===== src/rtl/br_ram_rd_wr_arb.sv =====
// Purpose : shares one RAM write port and one RAM read port among NumRequesters
//           clients. Each port has its own round-robin arbiter, and read data is
//           steered back to the client that issued the read.
// Latency : grants are combinational. The read response arrives RamReadLatency
//           cycles after the grant, or in the grant cycle when RamReadLatency is 0.
// Backpr. : a client waits until its ready is high. The response path has no
//           backpressure, so every client must accept rd_resp_valid on any cycle.
//
// Ports
//   clk, rst_n                                    clock, async active-low reset
//   wr_req_valid/ready/addr/data                  per-client write requests (flattened)
//   rd_req_valid/ready/addr                       per-client read requests (flattened)
//   rd_resp_valid, rd_resp_data                   per-client response pulse, shared data
//   ram_wr_valid/addr/data                        RAM write port
//   ram_rd_addr_valid/addr                        RAM read address port
//   ram_rd_data_valid/data                        RAM read data return
module br_ram_rd_wr_arb #(
   parameter  int NumRequesters  = 2,
   parameter  int Depth          = 8,
   parameter  int Width          = 8,
   parameter  int RamReadLatency = 1,
   localparam int AddrWidth      = (Depth > 1) ? $clog2(Depth) : 1
) (
   input  logic                                 clk,
   input  logic                                 rst_n,

   input  logic [NumRequesters-1:0]             wr_req_valid,
   output logic [NumRequesters-1:0]             wr_req_ready,
   input  logic [NumRequesters*AddrWidth-1:0]   wr_req_addr,
   input  logic [NumRequesters*Width-1:0]       wr_req_data,

   input  logic [NumRequesters-1:0]             rd_req_valid,
   output logic [NumRequesters-1:0]             rd_req_ready,
   input  logic [NumRequesters*AddrWidth-1:0]   rd_req_addr,
   output logic [NumRequesters-1:0]             rd_resp_valid,
   output logic [Width-1:0]                     rd_resp_data,

   output logic                                 ram_wr_valid,
   output logic [AddrWidth-1:0]                 ram_wr_addr,
   output logic [Width-1:0]                     ram_wr_data,

   output logic                                 ram_rd_addr_valid,
   output logic [AddrWidth-1:0]                 ram_rd_addr,
   input  logic                                 ram_rd_data_valid,
   input  logic [Width-1:0]                     ram_rd_data
);

   localparam int IdWidth = (NumRequesters > 1) ? $clog2(NumRequesters) : 1;

   // Round-robin pick: first requester strictly after 'last', modulo N.
   // The scan runs from the farthest offset down to the nearest one, so the
   // nearest valid requester is the one that remains set at the end.
   function automatic logic [NumRequesters-1:0] rr_pick(
      input logic [NumRequesters-1:0] req,
      input logic [IdWidth-1:0]       last
   );
      logic [NumRequesters-1:0] gnt;
      logic [IdWidth-1:0]       idx;
      gnt = '0;
      for (int off = NumRequesters; off >= 1; off--) begin
         idx = IdWidth'((int'(last) + off) % NumRequesters);
         if (req[idx]) begin
            gnt      = '0;
            gnt[idx] = 1'b1;
         end
      end
      return gnt;
   endfunction

   function automatic logic [IdWidth-1:0] oh2idx(input logic [NumRequesters-1:0] oh);
      logic [IdWidth-1:0] idx;
      idx = '0;
      for (int i = 0; i < NumRequesters; i++) begin
         if (oh[i]) idx = idx | IdWidth'(i);
      end
      return idx;
   endfunction

   logic [IdWidth-1:0]       wr_last;
   logic [IdWidth-1:0]       rd_last;
   logic [NumRequesters-1:0] wr_gnt;
   logic [NumRequesters-1:0] rd_gnt;
   logic [IdWidth-1:0]       wr_gnt_id;
   logic [IdWidth-1:0]       rd_gnt_id;
   logic                     wr_fire;
   logic                     rd_fire;

   assign wr_gnt       = rr_pick(wr_req_valid, wr_last);
   assign rd_gnt       = rr_pick(rd_req_valid, rd_last);
   assign wr_gnt_id    = oh2idx(wr_gnt);
   assign rd_gnt_id    = oh2idx(rd_gnt);
   assign wr_fire      = |wr_req_valid;
   assign rd_fire      = |rd_req_valid;
   assign wr_req_ready = wr_gnt;
   assign rd_req_ready = rd_gnt;

   // Pointers reset to N-1 so that client 0 wins first. They move only on a grant.
   always_ff @(posedge clk or negedge rst_n) begin
      if (!rst_n) begin
         wr_last <= IdWidth'(NumRequesters - 1);
         rd_last <= IdWidth'(NumRequesters - 1);
      end else begin
         if (wr_fire) wr_last <= wr_gnt_id;
         if (rd_fire) rd_last <= rd_gnt_id;
      end
   end

   // RAM-side muxes. They drive zero when idle, so no client's address or data
   // leaks onto the RAM port.
   always_comb begin
      ram_wr_addr = '0;
      ram_wr_data = '0;
      ram_rd_addr = '0;
      for (int i = 0; i < NumRequesters; i++) begin
         if (wr_gnt[i]) begin
            ram_wr_addr = wr_req_addr[i*AddrWidth +: AddrWidth];
            ram_wr_data = wr_req_data[i*Width +: Width];
         end
         if (rd_gnt[i]) ram_rd_addr = rd_req_addr[i*AddrWidth +: AddrWidth];
      end
   end

   assign ram_wr_valid      = wr_fire;
   assign ram_rd_addr_valid = rd_fire;

   // The tag pipe tracks which client owns each read in flight. It has the same
   // depth as the RAM read latency, so its head always lines up with returning data.
   logic               head_vld;
   logic [IdWidth-1:0] head_id;

   if (RamReadLatency == 0) begin : g_tag_bypass
      assign head_vld = rd_fire;
      assign head_id  = rd_gnt_id;
   end else begin : g_tag_pipe
      logic [RamReadLatency-1:0] tag_vld;
      logic [IdWidth-1:0]        tag_id [RamReadLatency];

      always_ff @(posedge clk or negedge rst_n) begin
         if (!rst_n) begin
            tag_vld <= '0;
            for (int i = 0; i < RamReadLatency; i++) tag_id[i] <= '0;
         end else begin
            tag_vld[0] <= rd_fire;
            tag_id[0]  <= rd_gnt_id;
            for (int i = 1; i < RamReadLatency; i++) begin
               tag_vld[i] <= tag_vld[i-1];
               tag_id[i]  <= tag_id[i-1];
            end
         end
      end

      assign head_vld = tag_vld[RamReadLatency-1];
      assign head_id  = tag_id[RamReadLatency-1];
   end

   // The response is also gated by head_vld. Reads that a reset flushed from the
   // tag pipe therefore never produce a response, whatever the RAM returns.
   always_comb begin
      rd_resp_valid = '0;
      if (ram_rd_data_valid && head_vld) rd_resp_valid[head_id] = 1'b1;
   end

   assign rd_resp_data = ram_rd_data;

   a_rd_tag_align: assert property (@(posedge clk) disable iff (!rst_n)
      ram_rd_data_valid == head_vld);
   a_wr_onehot0:   assert property (@(posedge clk) disable iff (!rst_n)
      $onehot0(wr_gnt));
   a_rd_onehot0:   assert property (@(posedge clk) disable iff (!rst_n)
      $onehot0(rd_gnt));
   a_wr_addr_rng:  assert property (@(posedge clk) disable iff (!rst_n)
      ram_wr_valid |-> (int'(ram_wr_addr) < Depth));
   a_rd_addr_rng:  assert property (@(posedge clk) disable iff (!rst_n)
      ram_rd_addr_valid |-> (int'(ram_rd_addr) < Depth));

endmodule


===== config.mk =====
export PLATFORM = sky130hd
export DESIGN_NAME = br_ram_rd_wr_arb
export DESIGN_NICKNAME = d
export VERILOG_FILES = /design/src/rtl/br_ram_rd_wr_arb.sv
export SDC_FILE = /design/constraint.sdc
export NUM_CORES = 1
export LEC_CHECK = 0
export CAP_MARGIN = 20
export CORE_MARGIN = 5
export CORE_UTILIZATION = 19
export DETAILED_ROUTE_END_ITERATION = 7
export PLACE_DENSITY = 0.85
export SYNTH_ARGS = -nofsm -noshare
export SYNTH_HDL_FRONTEND = slang
export SYNTH_SLANG_ARGS = --single-unit

===== constraint.sdc =====
create_clock -name clk -period 1.3 [get_ports clk]
set_clock_uncertainty 0.1 [all_clocks]
set_input_delay 0.39 -clock clk [delete_from_list [all_inputs] [get_ports clk]]
set_output_delay 0.39 -clock clk [all_outputs]
set_load 0.1 [all_outputs]

==> impl_metrics.csv, run 1 <==
group,metric,value,unit
global_route,grt_overflow,0,
pwr,power.internal,0.757,mW
pwr,power_frac_comb,78.0,%
worst_setup_path,reg2regPathDepth,4,
sta,final_hold_viol_count,0,
worst_setup_path,end_kind,"output port",
floorplan,dieArea,0.00332,sq mm
synth,synth_nets,89,
min_path,hp-class,"in2async",
placement,pre_cts_ws,-889,ps
worst_setup_path,timing.rr.end,"rd_last$_DFFE_PN1P_",
finish,seq_area,103,sq um
worst_setup_path,crit_chain,"a21boi_4 -> buf_6 -> a32o_4 -> buf_12",
sta,rsz0062_at_grt,"yes",
pwr,pwr-share-seq,11.1,%
worst_setup_path,path_max_fanout,7,
pwr,ir_drop,0.628,mV
worst_setup_path,worst-setup-path-type,"reg2out",
floorplan,io_pins,73,
cts,clk_latency,240,ps
global_route,grt_use_total,14.7,%
worst_setup_path,r2r_start,"rd_last$_DFFE_PN1P_",
route,drt-wirelength-per-cell,17.4,um
route,antenna_left,0,
global_route,antenna_found_initial,0,
route,first_iter_violations,8,
finish,n_fill_cell,151,
sta,tightest_slew,208,ps
worst_setup_path,arrival,1460,ps
finish,post_route_cells_drive_above_1_share,65.7,%
cts,cts_tree,"built",
route,routed_via_density,4.77,
worst_setup_path,worst_setup_path_start_kind,"flop",
synth,synth_warnings,0,
sta,fmax,513,MHz
finish,multiInputGateArea,454,sq um
synth,seq_area_frac_synth,23.8,%
finish,antenna_cells,0,
placement,dp_hpwl,1.88,mm
placement,dpl.cell_count,123,
cts,cts_max_level,1,
placement,gp_congestion,0.703,
cts,path_clk_slew,40,ps
worst_setup_path,crit_buf_inv,2,
sta,maxSlewViolCount,0,
worst_setup_path,crit_end,"ram_wr_data[3]",
floorplan,die_y,57.6,um
finish,final_nets,150,
finish,fin_util,69.2,%
floorplan,coreArea,0.00219,sq mm
synth,synthDistinctLibCells,18,
route,dr.pass1.iters,4,
run_status,status,"finished with violations",
cts,cts_root_buf,"clkbuf_4",
synth,postSynthAreaPerCell,9.36,sq um
global_route,grt_pass1_vias,736,
cts,cts_made_buffers,3,
worst_setup_path,cp_data_required_time,810,ps
pwr,power.density,980,mW/mm^2
route,num_vias,634,
worst_setup_path,critPathTopFamily,"flip-flops",
synth,yosysTopAreaCell,"a32o_1",
pwr,p_switching,0.728,mW
finish,fin_cells,133,
placement,numPortBuffers,56,
pwr,p_leak,0.618,nW
sta,slew_headroom,86.1,%
worst_setup_path,reg2reg_slack,130,ps
route,wirelength,2.32,mm
cts,cts_buffer_depth,2,
run_status,violations,"setup timing",
floorplan,fp.dieW,57.6,um
synth,syn_area,430,sq um
synth,ys_seq_elements,4,
pwr,p_sw_share,49.0,%
sta,setup_slack,-649,ps
global_route,grt_max_degree,11,
floorplan,fp-row-count,17,
sta,setup_viol,22,
worst_setup_path,crit_cells,4,
synth,synthDominantCellAreaShare,32.6,%
floorplan,initial_core_util,19.6,%
worst_setup_path,critPathLaunch,"wr_last$_DFFE_PN1P_",
route,drc,0,
pwr,power_frac_clock,10.9,%
worst_setup_path,max_stage_delay,570,ps
sta,min_period,1950,ps
global_route,grt_pass1_wl,3.75,mm
finish,syn2layout_area_growth,252,%
sta,holdWs,260,ps
synth,syn_inst,46,
flow_run,drv_cap,0,
worst_setup_path,slowest_stage,"dfstp_2",
sta,period_share,150,%
synth,synth_area_leaders,"a32o_1 (33%), buf_4 (19%), dfstp_2 (12%)",
cts,cts_sinks,4,
cells in the final DEF (no fill, tap or decap), drive strengths merged:
cell type,netlist,routed
clkbuf,0,3
and3,1,1
buf,13,38
or2,2,2
nand2b,2,3
inv,1,1
a21oi,1,1
o21ai,1,1
nand2,1,1
a21boi,2,2
and2,2,2
dfrtp,2,2
a32o,14,14
clkdlybuf4s50,0,29
nor2,2,2
dfstp,2,2
clkdlybuf4s15,0,1
sequential cells by signal, summed over array words and instances, names as in the netlist:
register,count
g_tag_pipe.tag_vld,1
wr_last,1
g_tag_pipe.tag_id,1
rd_last,1
metrics by stage:
step / instance area, sq um / TNS [ps] / power, mW
floorplan: 683 / -5860 / 0.985
finish: 1520 / -11510 / 1.48
CTS: 1500 / -11780 / 1.49
global placement: 1410 / -17200 / 1.27
global route: 1520 / -12370 / 1.54
detailed placement: 1410 / -17750 / 1.28
worst reg2reg max path: cells and delay by family (launching register included):
family	cells	cell delay, ps
AOI/OAI and AO/OA	1	70
buffers and inverters	2	190
DFF	1	560
and+or+nand+nor	1	170
per-layer routing:
metal	vias to the layer above	routed length [um]	track usage, %
met3	0	310	7.92
li1	293	-	-
met1	296	692	12.9
met5	-	0	0
met4	0	0	2.98
met2	45	1320	29.0
synth_stat cells:
cell type / instances
inv_1: 1
or2_2: 2
buf_2: 1
a21boi_2: 1
a21boi_1: 1
nor2_1: 2
dfrtp_1: 2
and3_1: 1
a21oi_1: 1
a32o_1: 14
and2_1: 1
dfstp_2: 2
buf_6: 1
and2_2: 1
buf_4: 11
nand2b_1: 2
nand2_1: 1
o21ai_0: 1
kinds of logic (layout without fill, tap and decap cells):
family / count (synthesis) / after routing / synth area share (%)
compound gates: 18 / 18 / 39.2
buf+inv: 14 / 72 / 23.8
simple gates: 10 / 11 / 13.1
flops: 4 / 4 / 23.8
power by group through the flow:
stage,clock (mW),combinational [mW],sequential (mW)
floorplan,0,0.825,0.160
global placement,0,1.11,0.162
detailed placement,0,1.12,0.164
CTS,0.170,1.16,0.165
global route,0.181,1.19,0.167
finish,0.161,1.16,0.165
final cells by class:
cell class | count | share of cell area [%]
repair buffers | 68 | 59.2
well taps | 28 | 2.31
flip-flops and latches | 4 | 6.77
inverters | 1 | 0.248
clock buffers | 3 | 1.49
multi-input cells | 29 | 30.0
how the worst min path moves through the flow:
stage                                               to  slack [ps]
after floorplan            g_tag_pipe.tag_id$_DFF_PN0_          -6
after global placement             rd_last$_DFFE_PN1P_         400
after detailed placement           rd_last$_DFFE_PN1P_         430
after CTS                 g_tag_pipe.tag_vld$_DFF_PN0_         260
after global routing      g_tag_pipe.tag_vld$_DFF_PN0_         260
final                     g_tag_pipe.tag_vld$_DFF_PN0_         260
repair_timing:
| item | in CTS | in global routing |
|---|---|---|
| setup endpoints to repair | 23 | 22 |
| hold buffers | 0 | 0 |
| buffers inserted | 5 | 3 |
| cloned | 1 | 0 |
| pin swaps | 7 | 3 |
| gates resized for setup | 35 | 1 |
Power figures use the tool's default switching activity.
==> run 2: changes to the inputs <==
- CTS_CLUSTER_SIZE: unset -> 28
==> results of run 2 <==
Final layout, timing and power as in run 1 (identical DEF).
==> run 3: changes to the inputs <==
- CAP_MARGIN: 20 -> unset
- MAX_ROUTING_LAYER: unset -> met4
- SLEW_MARGIN: unset -> 15
==> run 3 against run 2 <==
  * The flow still finishes with violations (setup timing)
  * Register-to-register slack hardly changed
  * Sequential share of layout area stayed put
  * Via count stayed put
  * Sequential power hardly changed
  * Non-clock buffer count stayed put
  * Maximum frequency hardly changed
  * Flip-flop and latch count stayed put
  * Clock power hardly changed
  * Critical path type unchanged
  * Largest cell class unchanged
  * Highest routed layer unchanged
==> impl_metrics.csv, run 3 (synthesis results as in run 1) <==
group,metric,value,unit
floorplan,io_pins,73,
finish,n_fill_cell,151,
pwr,power.density,980,mW/mm^2
route,antenna_left,0,
finish,layout_common_cells,"clkdlybuf4s50_1 (29), buf_12 (22), a32o_4 (14)",
sta,min_period,1950,ps
cts,cts_root_buf,"clkbuf_4",
floorplan,fp-row-count,17,
sta,slew_headroom,86.1,%
sta,rsz0062_at_grt,"yes",
route,drt-wirelength-per-cell,17.5,um
sta,fmax,513,MHz
pwr,ir_drop,0.628,mV
global_route,grt_max_degree,11,
route,wirelength,2.32,mm
finish,final_nets,150,
run_status,status,"finished with violations",
run_status,violations,"setup timing",
route,num_vias,634,
route,routed.top_layer,"met3",
finish,final_common_cell,"clkdlybuf4s50_1",
floorplan,fp.dieW,57.6,um
global_route,grt_pass1_wl,3.74,mm
finish,antenna_cells,0,
route,wl_met3,261,um
route,routed_via_density,4.77,
worst_setup_path,path_max_fanout,7,
pwr,pwr-share-seq,11.1,%
sta,setup_slack,-649,ps
global_route,grt_use_total,15.2,%
pwr,p_switching,0.728,mW
route,dr.pass1.iters,4,
pwr,p_sw_share,49.0,%
worst_setup_path,worst_setup_path_start_kind,"flop",
route,first_iter_violations,10,
worst_setup_path,worst-setup-path-type,"reg2out",
flow_run,drv_cap,0,
sta,setup_viol,22,
global_route,grt_pass1_vias,739,
finish,post_route_cells_drive_above_1_share,65.7,%
cts,cts_sinks,4,
min_path,hp-class,"in2async",
cts,cts_max_level,1,
cts,clk_latency,240,ps
global_route,antenna_found_initial,0,
cts,path_clk_slew,40,ps
pwr,power.internal,0.757,mW
worst_setup_path,end_kind,"output port",
worst_setup_path,cp_data_required_time,810,ps
placement,gp_congestion,0.711,
cts,cts_made_buffers,3,
pwr,power_frac_comb,78.0,%
floorplan,die_y,57.6,um
worst_setup_path,arrival,1460,ps
finish,fin_util,69.2,%
sta,final_hold_viol_count,0,
sta,maxSlewViolCount,0,
floorplan,coreArea,0.00219,sq mm
cts,cts_tree,"built",
finish,syn2layout_area_growth,252,%
placement,dp_hpwl,1.88,mm
route,route.layer.met1.wl,742,um
pwr,power_frac_clock,10.9,%
pwr,finalPower,1.48,mW
cts,cts_buffer_depth,2,
pwr,p_leak,0.618,nW
route,drc,0,
floorplan,initial_core_util,19.6,%
sta,tightest_slew,208,ps
global_route,grt_overflow,0,
sta,period_share,150,%
floorplan,dieArea,0.00332,sq mm
placement,numPortBuffers,56,
route,wl_met2,1.32,mm
[run 3: critical path, cell delays in order, from the launching register on]
cell	delay [ps]
dfstp_2	570
a21boi_4	70
buf_6	140
a32o_4	260
buf_12	160
[run 3: final timing paths]
| kind | from | to | slack (ps) | depth (start not counted) |
|---|---|---|---|---|
| max in group asynchronous | rst_n | rd_last$_DFFE_PN1P_ | 590 | 1 |
| min in group clk | wr_req_valid[0] | wr_last$_DFFE_PN1P_ | 310 | 3 |
| worst min register to register | rd_last$_DFFE_PN1P_ | rd_last$_DFFE_PN1P_ | 430 | 2 |
| worst max register to register | rd_last$_DFFE_PN1P_ | rd_last$_DFFE_PN1P_ | 130 | 4 |
| worst min-delay path | rst_n | g_tag_pipe.tag_vld$_DFF_PN0_ | 260 | 1 |
| worst max-delay path | wr_last$_DFFE_PN1P_ | ram_wr_data[3] | -650 | 4 |
[run 3: layout make-up]
cell class / count / area [sq um] / area share, %
Inverter: 1 / 3.75 / 0.248
Timing Repair Buffer: 68 / 897 / 59.2
Tap cell: 28 / 35.0 / 2.31
Sequential cell: 4 / 103 / 6.77
Clock buffer: 3 / 22.5 / 1.49
Multi-Input combinational cell: 29 / 454 / 30.0
[run 3: per-stage QoR]
step	hold WS [ps]	area (sq um)	setup TNS, ps	cells	worst slack, ps
finish	260	1520	-11510	133	-649
global route	262	1520	-12370	133	-689
CTS	256	1500	-11780	131	-660
detailed placement	427	1410	-17750	123	-889
global placement	404	1410	-17200	123	-862
floorplan	-5.59	683	-5860	46	-404
[run 3: power by group through the flow]
stage | Combinational [mW] | Sequential (mW) | Clock (mW)
finish | 1.16 | 0.165 | 0.161
floorplan | 0.825 | 0.160 | 0
CTS | 1.16 | 0.165 | 0.170
detailed placement | 1.12 | 0.164 | 0
global route | 1.19 | 0.167 | 0.181
global placement | 1.11 | 0.162 | 0
[run 3: per-layer routing]
metal,vias to the layer above,track usage (%)
li1,293,-
met1,296,13.8
met2,45,29.0
met3,0,6.33
met4,0,2.98
met5,-,-
[run 3: timing repair]
item                                   in CTS  in global routing
pin swaps                                   7                  3
buffers inserted                            5                  3
setup endpoints to repair                  23                 22
hold buffers                                0                  0
gates resized for setup                    35                  1
gates cloned                                1                  0
endpoints found under the hold margin       0                  0
==> RTL change 1 (settings of run 2) <==
The parameter `RamReadLatency` goes from 1 to 2.
--- a/src/rtl/br_ram_rd_wr_arb.sv
+++ b/src/rtl/br_ram_rd_wr_arb.sv
@@ -18,7 +18,7 @@
    parameter  int NumRequesters  = 2,
    parameter  int Depth          = 8,
    parameter  int Width          = 8,
-   parameter  int RamReadLatency = 1,
+   parameter  int RamReadLatency = 2,
    localparam int AddrWidth      = (Depth > 1) ? $clog2(Depth) : 1
 ) (
    input  logic                                 clk,
Function: changed (a bounded check fails within 4 cycles, from zero or initial values and one cycle with rst_n low).
==> RTL change 1 against run 2 <==
  * The flow still finishes with violations (setup timing)
  * Synthesized cell count increased by 4.3%
  * Worst hold slack lost 0.014 ns
  * Routed wire length shrank 5.6%
  * Register-to-register slack lost 0.04 ns
  * Count of clock-buffer cells in the layout rose by 1
  * Area after synthesis is 12% higher
  * Power up 4.9%
  * Worst setup slack lost 0.033 ns
  * Design area rose by 1.7%
  * Sequential cell count increased by 2
  * Die area rose by 9.6%
  * Largest cell class unchanged
  * Highest routed layer is now met4
==> RTL change 1: results (changes against run 2) <==
stage,metric,value,unit,change
status,run status,"finished, violations left",,unchanged
status,failing checks,setup timing,,unchanged
clock_tree,"Reg clk slew, reported paths",0.04,ns,about the same
placement,DP Area,1460,sq um,was 1410 sq um
placement,post-DP HPWL,1.86,mm,was 1.88 mm
synthesis,Synth cell types,18,,unchanged
timing,Slew @ Worst Pin,0.254,ns,was 0.208 ns
synthesis,"Async S/R FF share, synth",100,%,unchanged
routing,Initial DRC Count,1,,was 8
clock_tree,CTS H-tree lvls,1,,unchanged
clock_tree,"Setup Fix Bufs, Post-CTS",3,,was 5
min_path,Min-Delay Endpoint,rd_last,,
critical_path,CP arrival,1.49,ns,was 1.46 ns
clock_tree,CTS Buf Count,3,,unchanged
synthesis,top post-synthesis cells by area,"a32o_1 (29%), dfrtp_1 (21%), buf_4 (17%)",,"was a32o_1 (33%), buf_4 (19%), dfstp_2 (12%)"
global_route,met1 global-route usage,10.0,%,was 12.9%
finish,"Most flops, register",g_tag_pipe.tag_vld,,
timing,Slew Limit Fails,0,,unchanged
global_route,grt met2 use,24.5,%,was 29.0%
critical_path,FF-to-FF End,rd_last,,unchanged
min_path,worst hold path type,input port to register,,was input port to async pin
power_and_ir_drop,VDD IR max,0.738,mV,was 0.628 mV
critical_path,r2r startpoint,rd_last,,unchanged
clock_tree,Max clock buf depth,2,,unchanged
finish,final net count,148,,was 150
routing,"wirelength, routed",2.19,mm,was 2.32 mm
synthesis,Adder-Cell Fraction of Synth Area,0,%,unchanged
synthesis,most common library cells after synthesis,"a32o_1 (14), buf_4 (11), dfrtp_1 (4)",,"was a32o_1 (14), buf_4 (11)"
finish,max reg flops,2,,
global_route,initial antenna violation count,0,,unchanged
finish,Inserted Diodes,0,,unchanged
clock_tree,Resize count post-CTS,31,,was 35
global_route,global-route wire length before repair,3.28,mm,was 3.75 mm
synthesis,Synth Warn #,0,,unchanged
timing,PnR worst setup slack,-0.682,ns,was -0.649 ns
synthesis,Mapped Nets,91,,was 89
critical_path,worst-path fanout max,10,,was 7
clock_tree,root buffer cell,clkbuf_4,,unchanged
synthesis,sequential fraction of the synthesis area,31.8,%,was 23.8%
timing,Final TNS setup,-11.60,ns,was -11.51 ns
global_route,M3 GR Usage,5.62,%,was 7.92%
timing,# setup viols final,22,,unchanged
synthesis,Most used DFF post-synth,dfrtp_1,,was dfstp_2
placement,RePlAce Congestion,0.663,,was 0.703
finish,share of cells above drive strength 1,62.5,%,was 65.7%
global_route,GRT Overall Usage,12.3,%,was 14.7%
synthesis,XOR/XNOR Fraction of Synth Area,0,%,unchanged
routing,Vias,628,,was 634
min_path,HP Start,rd_req_valid[0],,
critical_path,Worst R2R Setup Slack,0.09,ns,was 0.13 ns
critical_path,Reg2Reg Depth,4,,unchanged
clock_tree,Clock Latency Late Sink,0.24,ns,about the same
global_route,vias in the first global route,742,,was 736
routing,1st-pass router iterations,2,,was 4
synthesis,post-synthesis compound-gate area fraction,35.2,%,was 39.2%
synthesis,proportion of synthesized area in mux cells,0,%,unchanged
power_and_ir_drop,Pleak,0.622,nW,was 0.618 nW
-- RTL change 1: layer usage --
layer	share of wire [%]	wire (microns)
met2	59	1280
met5	0	0
met1	26	571
met4	0.37	8
met3	15	328
-- RTL change 1: where the power goes --
| group | total (mW) | switching [mW] | internal, mW | leakage (nW) |
|---|---|---|---|---|
| Clock | 0.185 | 0.0682 | 0.116 | 0.0150 |
| Combinational | 1.14 | 0.647 | 0.492 | 0.541 |
| Sequential | 0.234 | 0.0209 | 0.213 | 0.0660 |
| Total | 1.56 | 0.736 | 0.821 | 0.622 |
-- RTL change 1: metrics by stage --
step | hold WS [ns] | setup slack (ns) | cells
3_3_place_gp | 0.233 | -0.864 | 126
3_5_place_dp | 0.239 | -0.907 | 126
5_1_grt | 0.234 | -0.722 | 134
2_1_floorplan | -0.00559 | -0.404 | 48
4_1_cts | 0.238 | -0.690 | 133
6_report | 0.246 | -0.682 | 134
-- RTL change 1: worst max-delay path, cell delays in order, from the launching register on --
cell	delay, ns
dfstp_2	0.59
a21boi_4	0.08
buf_12	0.15
a32o_4	0.26
buf_12	0.16
-- RTL change 1: worst max-delay path by stage --
stage                    start             end  slack [ns]  cells past startpoint
5_1_grt                wr_last  ram_wr_data[0]       -0.72                      4
6_report               wr_last  ram_wr_data[0]       -0.68                      4
2_1_floorplan          wr_last  ram_wr_addr[0]       -0.40                      3
3_5_place_dp   wr_req_valid[1]  ram_wr_data[0]       -0.91                      5
4_1_cts                wr_last  ram_wr_data[0]       -0.69                      4
3_3_place_gp   wr_req_valid[1]  ram_wr_data[3]       -0.86                      5
-- RTL change 1: area by class of cell --
cell class                 count  area, sq um
multi-input combinational     29          454
fill                         197          913
timing repair buffer          64          867
inverter                       1         3.75
tap                           30         37.5
clock buffer                   4         26.3
sequential                     6          153
==> RTL change 2 (config.mk and constraints of run 2) <==
Without the edit above. Make the reset (`rst_n`) synchronous in 2 clocked blocks. Comments in the files are not updated.
--- a/src/rtl/br_ram_rd_wr_arb.sv
+++ b/src/rtl/br_ram_rd_wr_arb.sv
@@ -95,7 +95,7 @@
    assign rd_req_ready = rd_gnt;
 
    // Pointers reset to N-1 so that client 0 wins first. They move only on a grant.
-   always_ff @(posedge clk or negedge rst_n) begin
+   always_ff @(posedge clk) begin
       if (!rst_n) begin
          wr_last <= IdWidth'(NumRequesters - 1);
          rd_last <= IdWidth'(NumRequesters - 1);
@@ -135,7 +135,7 @@
       logic [RamReadLatency-1:0] tag_vld;
       logic [IdWidth-1:0]        tag_id [RamReadLatency];
 
-      always_ff @(posedge clk or negedge rst_n) begin
+      always_ff @(posedge clk) begin
          if (!rst_n) begin
             tag_vld <= '0;
             for (int i = 0; i < RamReadLatency; i++) tag_id[i] <= '0;
Check against the original RTL: differs if rst_n is asserted again (counterexample within 4 cycles, from zero or initial values and one cycle with rst_n low); with rst_n held inactive, the same outputs for 10 cycles.
==> RTL change 2 against run 2 <==
  * The flow still finishes with violations (setup timing)
  * Maximum frequency is 9.0% higher
  * Design area is 2.3% higher
  * Combinational power is 15% lower
  * Routed wire length is 5.6% higher
  * First-iteration DRC count grew to 3.1 times the old value
  * Worst setup slack better by 0.16 ns
  * Sequential cell count stayed put
  * Area after synthesis is 5.8% higher
  * Power is 13% lower
  * Critical endpoint is now ram_wr_data[7]
  * Largest cell class unchanged
  * Highest routed layer is now met4
==> RTL change 2: results (changes against run 2) <==
stage,metric,value,unit,change
critical_path,worst stage delay on the critical path,0.41,ns,was 0.57 ns
critical_path,Worst R2R Setup Slack,0.15,ns,was 0.13 ns
finish,share of cells above drive strength 1,66.0,%,was 65.7%
min_path,worst hold path type,input port to register,,was input port to async pin
global_route,vias in the first global route,758,,was 736
placement,post-DP HPWL,1.79,mm,was 1.88 mm
synthesis,Most used DFF post-synth,dfxtp_1,,was dfstp_2
timing,# setup viols final,22,,unchanged
global_route,largest net degree at the start of global routing,13,,was 11
power_and_ir_drop,Pleak,0.672,nW,was 0.618 nW
global_route,met1 global-route usage,16.8,%,was 12.9%
critical_path,r2r startpoint,wr_last,,was rd_last
min_path,HP Start,rd_req_valid[1],,
routing,Highest Signal Layer,met4,,was met3
timing,Rel. slew slack,86.2,%,was 86.1%
min_path,hold path depth,4,,
placement,RePlAce Congestion,0.724,,was 0.703
critical_path,CP Launch Point,wr_req_data[7],,was wr_last
synthesis,Mapped Nets,92,,was 89
routing,routed wire length per instance,18.3,microns,was 17.4 microns
power_and_ir_drop,VDD IR max,0.553,mV,was 0.628 mV
critical_path,"slowest stage cell, crit path",clkdlybuf4s50_1,,was dfstp_2
status,run status,"finished, violations left",,unchanged
clock_tree,CTS Buf Count,3,,unchanged
routing,met1 WL,921,microns,was 692 microns
routing,Initial DRC Count,25,,was 8
synthesis,most common library cells after synthesis,"a32o_2 (10), buf_4 (10), and2_1 (5)",,"was a32o_1 (14), buf_4 (11)"
critical_path,kind of cell adding the most delay to the critical path,buffers and inverters,,was flip-flops
finish,fillers,150,,was 151
timing,Final TNS setup,-8.35,ns,was -11.51 ns
routing,DR WL met2,1.22,mm,was 1.32 mm
routing,DR WL met3,266,microns,was 310 microns
global_route,global-route wire length before repair,4.03,mm,was 3.75 mm
status,failing checks,setup timing,,unchanged
synthesis,top post-synthesis cells by area,"a32o_2 (25%), dfxtp_1 (18%), buf_4 (16%)",,"was a32o_1 (33%), buf_4 (19%), dfstp_2 (12%)"
timing,PnR worst setup slack,-0.488,ns,was -0.649 ns
global_route,M3 GR Usage,4.61,%,was 7.92%
synthesis,sequential fraction of the synthesis area,17.6,%,was 23.8%
finish,final net count,151,,was 150
global_route,initial antenna violation count,0,,unchanged
critical_path,Reg2Reg Depth,5,,was 4
synthesis,"Async S/R FF share, synth",0,%,was 100%
global_route,GRT Overall Usage,15.2,%,was 14.7%
critical_path,FF-to-FF End,wr_last,,was rd_last
routing,Vias,641,,was 634
clock_tree,Resize count post-CTS,57,,was 35
critical_path,CP arrival,1.30,ns,was 1.46 ns
synthesis,Synth cell types,17,,was 18
clock_tree,"Setup Fix Bufs, Post-CTS",3,,was 5
clock_tree,CTS H-tree lvls,1,,unchanged
global_route,grt met2 use,26.5,%,was 29.0%
critical_path,worst-path fanout max,1,,was 7
-- RTL change 2: cell count changes after synthesis, sizes merged --
cell | run 2 | this run
a21oi | 1 | 0
dfrtp | 2 | 0
dfxtp | 0 | 4
dfstp | 2 | 0
inv | 1 | 0
and2 | 2 | 5
nand3 | 0 | 1
nand2b | 2 | 3
-- RTL change 2: metrics by stage --
step	setup slack [ns]	area, sq um	cells	hold WS, ns
6_report	-0.488	1550	134	0.393
5_1_grt	-0.515	1550	134	0.394
4_1_cts	-0.503	1530	133	0.400
3_5_place_dp	-0.880	1410	125	0.437
3_3_place_gp	-0.838	1410	125	0.410
2_1_floorplan	-0.279	667	49	0.362
-- RTL change 2: cells by family (layout without fill, tap and decap cells) --
| logic type | Yosys count | after routing | synth area share (%) |
|---|---|---|---|
| AO/OA/AOI/OAI | 17 | 17 | 39.6 |
| AND/OR/NAND/NOR | 15 | 16 | 20.3 |
| buffers and inverters | 13 | 69 | 22.5 |
| flip-flops | 4 | 4 | 17.6 |
-- RTL change 2: worst register-to-register path: stages, from the launching register on --
cell and delay, ns:
dfxtp_4 0.36, nand2b_4 0.19, buf_6 0.13, buf_4 0.12, buf_4 0.12, nand3_1 0.07
-- RTL change 2: worst max path at each step --
stage,end,cells after the start
after CTS,ram_wr_data[1],3
after global placement,ram_wr_addr[2],5
after floorplan,ram_wr_addr[0],3
after detailed placement,ram_wr_data[1],5
after global routing,ram_wr_data[2],4
final,ram_wr_data[7],3
-- RTL change 2: area by class of cell --
type                    count  area share [%]
clock buffers               3            1.45
multi-input cells          33            30.9
flip-flops and latches      4            5.81
well taps                  28            2.26
repair buffers             66            59.6
-- RTL change 2: where the power goes --
part	switching, mW	total, mW	internal [mW]
registers	0.0109	0.143	0.132
logic	0.552	0.983	0.431
clock network	0.0587	0.162	0.104
total	0.621	1.29	0.668
